File: src/rtl/alien_fire_scheduler_pkg.sv
// params: formation geometry, fire-scheduler state encoding and cooldown default
package params;
    localparam int NUM_ROWS = 4;
    localparam int NUM_COLS = 8;
    localparam int COOLDOWN_FRAMES = 30;
    typedef enum logic [1:0] {IDLE, PICK, SCAN, ISSUE} fire_state_t;
endpackage

File: src/rtl/alien_fire_scheduler_column_shooter_select.sv
// column_shooter_select: finds the living alien nearest the player in one column
module column_shooter_select #(
    parameter int NUM_ROWS = params::NUM_ROWS,
    parameter int NUM_COLS = params::NUM_COLS
) (
    input  logic [$clog2(NUM_COLS)-1:0]  col,
    input  logic [NUM_ROWS*NUM_COLS-1:0] alive,
    output logic                         found,
    output logic [$clog2(NUM_ROWS)-1:0]  row
);
    localparam int RW = $clog2(NUM_ROWS);
    logic [NUM_ROWS-1:0][NUM_COLS-1:0] grid;
    logic [NUM_ROWS-1:0] hit;
    assign grid = alive;
    for (genvar r = 0; r < NUM_ROWS; r++) begin : g_hit
        assign hit[r] = grid[r][col];
    end
    // later rows overwrite earlier ones, so the highest living row wins
    always_comb begin
        found = |hit;
        row = '0;
        for (int r = 0; r < NUM_ROWS; r++) row = hit[r] ? RW'(r) : row;
    end
endmodule

File: src/rtl/alien_fire_scheduler.sv
// alien_fire_scheduler: picks when the formation fires, which alien shoots and which bullet slot carries it
module alien_fire_scheduler #(
    parameter int NUM_ROWS        = params::NUM_ROWS,
    parameter int NUM_COLS        = params::NUM_COLS,
    parameter int NUM_SLOTS       = 3,
    parameter int COOLDOWN_FRAMES = params::COOLDOWN_FRAMES
) (
    input  logic                          pixel_clk,
    input  logic                          rst,
    input  logic                          fsync,
    input  logic                          enable,
    input  logic [NUM_ROWS*NUM_COLS-1:0]  alien_alive,
    input  logic [NUM_SLOTS-1:0]          slot_busy,
    input  logic [15:0]                   rnd,
    output logic                          fire_valid,
    input  logic                          fire_ack,
    output logic [$clog2(NUM_SLOTS)-1:0]  fire_slot,
    output logic [$clog2(NUM_ROWS)-1:0]   fire_row,
    output logic [$clog2(NUM_COLS)-1:0]   fire_col
);
    import params::*;
    localparam int SW = $clog2(NUM_SLOTS);
    localparam int RW = $clog2(NUM_ROWS);
    localparam int CW = $clog2(NUM_COLS);
    fire_state_t state_q, state_d;
    logic [7:0] cooldown_q, cooldown_d, reload_val;
    logic [SW-1:0] slot_q, slot_d, free_slot;
    logic [RW-1:0] row_q, row_d, sel_row;
    logic [CW-1:0] col_q, col_d, scan_col_q, scan_col_d, cnt_q, cnt_d;
    logic sel_found, attempt, reload, rnd_unused;
    assign rnd_unused = ^{rnd[15:12], rnd[7:0]};
    column_shooter_select #(.NUM_ROWS(NUM_ROWS), .NUM_COLS(NUM_COLS)) u_sel (
        .col(scan_col_q),
        .alive(alien_alive),
        .found(sel_found),
        .row(sel_row)
    );
    always_comb begin
        free_slot = '0;
        for (int i = NUM_SLOTS - 1; i >= 0; i--) free_slot = slot_busy[i] ? free_slot : SW'(i);
    end
    // a thinned-out formation fires twice as often
    assign reload_val = ($countones(alien_alive) > NUM_ROWS * NUM_COLS / 2) ?
                        8'(COOLDOWN_FRAMES) : 8'(COOLDOWN_FRAMES >> 1);
    assign attempt = fsync && enable && cooldown_q == 8'd0 && !(&slot_busy);
    always_ff @(posedge pixel_clk) begin
        if (rst) begin
            state_q    <= IDLE;
            cooldown_q <= 8'(COOLDOWN_FRAMES);
            slot_q     <= '0;
            row_q      <= '0;
            col_q      <= '0;
            scan_col_q <= '0;
            cnt_q      <= '0;
        end else begin
            state_q    <= state_d;
            cooldown_q <= cooldown_d;
            slot_q     <= slot_d;
            row_q      <= row_d;
            col_q      <= col_d;
            scan_col_q <= scan_col_d;
            cnt_q      <= cnt_d;
        end
    end
    always_comb begin
        state_d    = state_q;
        slot_d     = slot_q;
        row_d      = row_q;
        col_d      = col_q;
        scan_col_d = scan_col_q;
        cnt_d      = cnt_q;
        reload     = 1'b0;
        if (state_q != IDLE && !enable) begin
            state_d = IDLE;
        end else begin
            case (state_q)
                IDLE: state_d = attempt ? PICK : IDLE;
                PICK: begin
                    slot_d     = free_slot;
                    scan_col_d = CW'(32'(rnd[11:8]) % NUM_COLS);
                    cnt_d      = '0;
                    state_d    = SCAN;
                end
                SCAN: begin
                    if (sel_found) begin
                        row_d   = sel_row;
                        col_d   = scan_col_q;
                        state_d = ISSUE;
                    end else begin
                        scan_col_d = (scan_col_q == CW'(NUM_COLS - 1)) ? '0 : scan_col_q + 1'b1;
                        cnt_d      = cnt_q + 1'b1;
                        state_d    = (cnt_q == CW'(NUM_COLS - 1)) ? IDLE : SCAN;
                    end
                end
                ISSUE: begin
                    reload  = fire_ack;
                    state_d = (fire_ack || slot_busy[slot_q]) ? IDLE : ISSUE;
                end
                default: state_d = IDLE;
            endcase
        end
        // reload beats a coincident frame decrement
        cooldown_d = reload ? reload_val :
                     (fsync && cooldown_q != 8'd0) ? cooldown_q - 8'd1 : cooldown_q;
    end
    always_comb begin
        fire_valid = state_q == ISSUE;
        fire_slot  = slot_q;
        fire_row   = row_q;
        fire_col   = col_q;
    end
endmodule

File: config.mk
export PLATFORM = sky130hd
export DESIGN_NAME = alien_fire_scheduler
export DESIGN_NICKNAME = d
export VERILOG_FILES = /design/src/rtl/alien_fire_scheduler_pkg.sv /design/src/rtl/alien_fire_scheduler_column_shooter_select.sv /design/src/rtl/alien_fire_scheduler.sv
export SDC_FILE = /design/constraint.sdc
export NUM_CORES = 1
export LEC_CHECK = 0
export CAP_MARGIN = 20
export CELL_PAD_IN_SITES_DETAIL_PLACEMENT = 1
export CELL_PAD_IN_SITES_GLOBAL_PLACEMENT = 2
export CORE_MARGIN = 2
export CORE_UTILIZATION = 29
export DETAILED_ROUTE_END_ITERATION = 8
export PLACE_DENSITY = 0.84
export SLEW_MARGIN = 20
export SYNTH_ARGS = -nofsm -noshare
export SYNTH_HDL_FRONTEND = slang
export SYNTH_SLANG_ARGS = --single-unit
File: constraint.sdc
create_clock -name pixel_clk -period 7.98 [get_ports pixel_clk]
set_clock_uncertainty 0.05 [all_clocks]
set_input_delay 1.596 -clock pixel_clk [delete_from_list [all_inputs] [get_ports pixel_clk]]
set_output_delay 1.596 -clock pixel_clk [all_outputs]
set_load 0.005 [all_outputs]
==> results of run 1 <==
-- cells by family (layout without fill, tap and decap cells) --
group,after synthesis,count (layout),share of synthesized area (%)
compound gates,34,34,10.6
xor+xnor,8,8,3.07
fa+ha+maj,37,37,28.2
buf+inv,57,105,9.93
flops,23,23,20.2
mux,17,17,12.6
simple gates,66,66,15.3
-- per-stage QoR --
stage / hold slack [ns] / std cells / utilization (%)
finish: 0.428 / 392 / 38.0
global route: 0.450 / 392 / 38.0
CTS: 0.431 / 392 / 38.0
detailed placement: 0.418 / 388 / 37.4
global placement: 0.399 / 388 / 37.4
floorplan: 0.390 / 242 / -
-- worst paths after layout --
| kind | startpoint | depth (start not counted) | to | slack (ns) |
|---|---|---|---|---|
| worst max-delay path | alien_alive[11] | 17 | cooldown_q[4] | 1.05 |
| worst min register to register | cnt_q[1] | 2 | cnt_q[1] | 0.43 |
| worst min-delay path | cnt_q[1] | 2 | cnt_q[1] | 0.43 |
| worst max register to register | scan_col_q[2] | 6 | fire_col[2] | 5.41 |
-- worst max-delay path, stage by stage --
cell and delay, ns:
clkdlybuf4s50_1 0.50, inv_1 0.08, fa_1 0.56, fa_1 0.45, fa_1 0.52, fa_1 0.44
fa_1 0.49, fa_1 0.49, inv_1 0.04, ha_1 0.19, fa_1 0.40, xor2_1 0.15
or3_1 0.34, a211o_1 0.28, a21oi_1 0.13, a2111oi_0 0.09, a211o_1 0.29
-- Yosys cell counts (all sizes together), types with 2 or more instances --
| library cell | count | area share (%) |
|---|---|---|
| inv | 51 | 8.4 |
| fa | 24 | 21 |
| dfxtp | 23 | 20 |
| nor2 | 20 | 3.4 |
| nand2 | 16 | 2.6 |
| ha | 13 | 7.1 |
| a21oi | 9 | 2.0 |
| mux2i | 8 | 4.2 |
| mux4 | 8 | 7.9 |
| o21ai | 7 | 2.0 |
| nor3 | 6 | 1.3 |
| xor2 | 6 | 2.3 |
| nand3 | 4 | 0.88 |
| a21o | 3 | 0.99 |
| buf | 3 | 1.0 |
| clkbuf | 3 | 0.49 |
| nand2b | 3 | 0.82 |
| nand4b | 3 | 1.8 |
| a2111oi | 2 | 1.0 |
| a211o | 2 | 0.77 |
| a211oi | 2 | 0.66 |
| a311oi | 2 | 0.77 |
| nor2b | 2 | 0.55 |
| o31ai | 2 | 0.66 |
| or3 | 2 | 0.55 |
| xnor2 | 2 | 0.77 |
-- layout make-up --
cell class | count | area [µm²]
Timing Repair Buffer | 50 | 500
Clock buffer | 3 | 41.3
Tap cell | 102 | 128
Inverter | 51 | 191
Fill cell | 909 | 4770
Sequential cell | 23 | 460
Clock inverter | 1 | 5.00
Multi-Input combinational cell | 162 | 1590
-- flip-flops by register name, indices dropped and copies added (netlist names) --
signal / flops
fire_row: 2
cooldown_q: 8
state_q: 2
fire_slot: 2
fire_col: 3
scan_col_q: 3
cnt_q: 3
-- layer usage --
| metal | track usage (%) | wire, µm | part of all wire, % | vias up |
|---|---|---|---|---|
| li1 | - | - | - | 901 |
| met1 | 17.9 | 2550 | 46 | 908 |
| met2 | 25.4 | 2880 | 52 | 15 |
| met3 | 2.12 | 125 | 2.2 | 4 |
| met4 | 1.47 | 23 | 0.41 | 0 |
| met5 | 0 | 0 | 0 | - |
-- cell usage in the layout, fill, tap and decap left out, drive strengths merged, types with 6 or more instances in the layout --
| master | instances |
|---|---|
| nor3 | 6 |
| xor2 | 6 |
| o21ai | 7 |
| ha | 13 |
| inv | 51 |
| fa | 24 |
| nand2 | 16 |
| dfxtp | 23 |
| mux4 | 8 |
| nor2 | 20 |
| a21oi | 9 |
| mux2i | 8 |
| clkdlybuf4s50 | 50 |
-- where the power goes --
group	total, mW	switching, mW	leakage (nW)	internal, mW
combinational	0.460	0.240	1.02	0.220
clock	0.0782	0.0431	0.0255	0.0351
sequential	0.118	0.00162	0.186	0.116
total	0.656	0.285	1.23	0.371
==> out/results.md, run 1 <==
Hold path
• reg -> reg — class of the most critical hold timing path

Worst setup path
• 2 — maximum fanout along the worst path
• 7.05 ns — arrival time of the worst setup path
• 8.10 ns — Worst Path Required
• primary input — startpoint types
• in -> reg — kind of critical path
• register — nature of the critical path endpoint

Power and ir drop
• 225 nW/µm² — total power density per cell area
• 656 µW — post-layout total power
• 0.140 mV — Max rail drop VDD
• 1.23 nW — static leakage

Floorplan
• 64 — top-level port count
• 32 — Row Count
• 7690 µm² — placeable core area
• 92.7 µm — die outline width
• 29.7% — starting utilization of the core area
• 8590 µm² — overall die area
• 92.7 µm — die boundary height

Clock tree
• 3 — TritonCTS buffer count
• clkbuf_8 — Root Buffer
• 0.10 ns — Clock transition at path regs
• 0 — number of resized instances in the post-cts repair step
• 0 — hold buffers post-CTS
• 1 — H-tree depth
• 23 — Sinks on Clock Net
• 2 — CTS max path bufs
• 0 — Post-CTS Setup Repair Bufs
• 0.28 ns — Worst-Skew Late Latency
• done — CTS tree

Placement
• 0.797 — RD Place Congestion
• 50 — number of buffers inserted by port buffering
• 4.82 mm — post-DP HPWL
• 0.717 ns — DP Worst Slack
• 2870 µm² — Placement Cell Area

Detailed routing
• 14.2 µm — detail-routed net length per standard cell
• 5.58 mm — final wirelength
• 4 — count of TritonRoute iterations in the first routing pass
• 4.66 — Vias per Instance
• 0 — DRC violation count after routing
• 28 — initial DRC count
• 0 — post-route ant nets
• 1828 — total via count after detailed routing

Synthesis
• 242 — cell count after synthesis
• 51 — count of distinct cell types in the synthesized netlist
• 9.42 µm² — Mapped Avg Cell Area
• dfxtp_1 — ys flop type
• 0% — fraction of registers with async set/reset
• 2280 µm² — post-synthesis cell area
• 23 — Yosys reg bits
• 0 — EDFF count, synth
• 20.2% — post-synthesis sequential area ratio
• 0 — number of warnings printed during yosys synthesis
• 335 — post-synthesis net count

Layout
• 384 — layout net count
• 2920 µm² — Non-Filler Cell Area, Final
• 7.24% — share of final-layout standard cells stronger than drive strength 1
• 0 — diode insertion count for antenna repair
• 28.0% — area grow syn2layout

STA
• 0 — final setup violation count
• 0 — count of endpoints failing hold in the final timing report
• 6.93 ns — post-route minimum period
• 86.9% — Final Cycle Share
• 144 MHz — achievable clock frequency
• 50.3% — worst relative slew slack
• 0 ns — post-route setup TNS
• 0 — final count of pins violating max slew
• false — unrepaired setup endpoints after global routing
• 1.05 ns — worst-case setup margin in the final layout
• 0.744 ns — Worst Tran Pin Value

Global routing
• 0 — initial antenna violation count
• 0 — global-route congestion overflow total
• 2014 — via count of the first global-routing pass
• 13.9% — global-route usage over all layers
• 21 — largest net degree at the start of global routing
• 9.44 mm — first-pass GRT wire length

Job
• 0 — Maximum Capacitance Violations

Status
• complete, no violations — status

No activity file was read; power rests on OpenSTA's default activity.
==> run 2: changes to the inputs <==
Clock period 7.98 ns to 7.4 ns, I/O delays scaled along.
==> out/results.md, run 2 (synthesis results as in run 1) <==
Status
• complete, no violations — status

Worst setup path
• adder cells — family with the most delay on the worst path
• fa_1 — library cell appearing most often on the critical path
• 6.94 ns — arrival time of the worst setup path
• 0.55 ns — maximum single-stage delay on the critical path
• 6 — number of cell instances on the worst register-to-register path
• in -> reg — kind of critical path
• 7.50 ns — Worst Path Required
• scan_col_q[2] — startpoint of the lowest-slack register-to-register path
• primary input — startpoint types
• 2 — maximum fanout along the worst path
• 4.84 ns — reg-to-reg slack, setup
• 3 — Buf/Inv on CP
• fa_1 — cell with the largest stage delay on the worst path
• clkdlybuf4s50_1, inv_1, fa_1, fa_1, fa_1, fa_1, fa_1, fa_1, inv_1, ha_1, fa_1, xor2_1, or3_1, a211o_1, a21oi_1, a2111oi_0, a211o_1 — cell-by-cell listing of the critical path
• fire_col[2] — Critical R2R Capture
• register — nature of the critical path endpoint

STA
• 0 — final count of pins violating max slew
• 0 ns — post-route setup TNS
• 0 — count of endpoints failing hold in the final timing report
• 50.5% — worst relative slew slack
• 92.4% — Final Cycle Share
• 0.430 ns — Fin Hold WS
• 6.84 ns — post-route minimum period
• 0 — final setup violation count
• 146 MHz — achievable clock frequency
• false — unrepaired setup endpoints after global routing
• 0.740 ns — Worst Tran Pin Value

Placement
• 388 — DP Cell Count
• 50 — number of buffers inserted by port buffering
• 0.796 — RD Place Congestion
• 4.73 mm — post-DP HPWL

Layout
• inv_1 — most common library cell in the layout ignoring fill and taps
• 6.90% — share of final-layout standard cells stronger than drive strength 1
• 8 — max FFs per register
• 392 — number of cells in the finished layout apart from fillers
• 384 — layout net count
• inv_1, clkdlybuf4s50_1, fa_1, dfxtp_1, nor2_1 — top library cells by usage in the layout, fill and taps aside
• 38.0% — final core utilization
• 28.0% — area grow syn2layout
• cooldown_q — register ranked first by flip-flop count
• 0 — diode insertion count for antenna repair

Floorplan
• 92.7 µm — die boundary height
• 92.7 µm — die outline width
• 7690 µm² — placeable core area
• 64 — top-level port count
• 29.7% — starting utilization of the core area
• 32 — Row Count
• 8590 µm² — overall die area

Power and ir drop
• 706 µW — post-layout total power
• 242 nW/µm² — total power density per cell area
• 1.23 nW — static leakage
• 0.155 mV — Max rail drop VDD

Job
• 0 — Maximum Capacitance Violations

Clock tree
• 0.08 ns — Clock transition at path regs
• 0.26 ns — Worst-Skew Late Latency
• 0 — Post-CTS Setup Repair Bufs
• clkbuf_8 — Root Buffer
• 0 — hold buffers post-CTS
• 2 — CTS max path bufs
• 3 — TritonCTS buffer count
• 1 — H-tree depth
• done — CTS tree
• 23 — Sinks on Clock Net
• 0 — number of resized instances in the post-cts repair step

Global routing
• 0 — initial antenna violation count
• 9.73 mm — first-pass GRT wire length
• 0 — global-route congestion overflow total
• 14.2% — global-route usage over all layers
• 21 — largest net degree at the start of global routing
• 2.28% — met3 usage
• 25.2% — met2 capacity usage during global routing
• 2056 — via count of the first global-routing pass
• met2 — Most Crowded Layer GR
• 18.6% — met1 Resource Use GR

Hold path
• reg -> reg — class of the most critical hold timing path
• cnt_q[1] — Min-Delay Endpoint
• 2 — worst hold stages
• cnt_q[1] — startpoint of the worst hold path

Detailed routing
• 0 — DRC violation count after routing
• 4.67 — Vias per Instance
• 13.8 µm — detail-routed net length per standard cell
• 5.40 mm — final wirelength
• 0 — post-route ant nets
• 34 — initial DRC count
• 4 — count of TritonRoute iterations in the first routing pass
• 1832 — total via count after detailed routing

run 2: metal layers:
metal	wire, µm	part of all wire, %
met2	2730	51
met4	28	0.52
met5	0	0
met1	2470	46
met3	170	3.1
run 2: through the flow:
step / cell area [µm²] / setup slack (ns)
2_1_floorplan: 2280 / 0.982
3_3_place_gp: 2870 / 0.290
3_5_place_dp: 2870 / 0.241
4_1_cts: 2920 / 0.531
5_1_grt: 2920 / 0.291
6_report: 2920 / 0.559
run 2: cell type report:
type | instances | area [µm²]
fillers | 905 | 4770
multi-input cells | 162 | 1590
flip-flops and latches | 23 | 460
well taps | 102 | 128
inverters | 51 | 191
clock buffers | 4 | 45.0
repair buffers | 50 | 500
run 2: power by group:
group	leakage (nW)	internal, mW	switching [mW]
Combinational	1.02	0.239	0.261
Sequential	0.186	0.125	0.00179
Clock	0.0228	0.0384	0.0398
Total	1.23	0.403	0.303
run 2: worst max path at each step:
stage	start	end	slack, ns	depth (start not counted)
2_1_floorplan	alien_alive[0]	cooldown_q[4]	0.98	16
3_3_place_gp	alien_alive[0]	cooldown_q[4]	0.29	17
3_5_place_dp	alien_alive[0]	cooldown_q[4]	0.24	17
4_1_cts	alien_alive[0]	cooldown_q[4]	0.53	17
5_1_grt	alien_alive[0]	cooldown_q[4]	0.29	18
6_report	alien_alive[11]	cooldown_q[4]	0.56	17
run 2: worst register-to-register path, cell delays in order (launching register included):
cell and delay, ns:
dfxtp_1 0.69, mux4_2 0.59, mux2i_1 0.37, and4b_1 0.37
nor2_2 0.13, mux2i_1 0.17, nor2_1 0.05
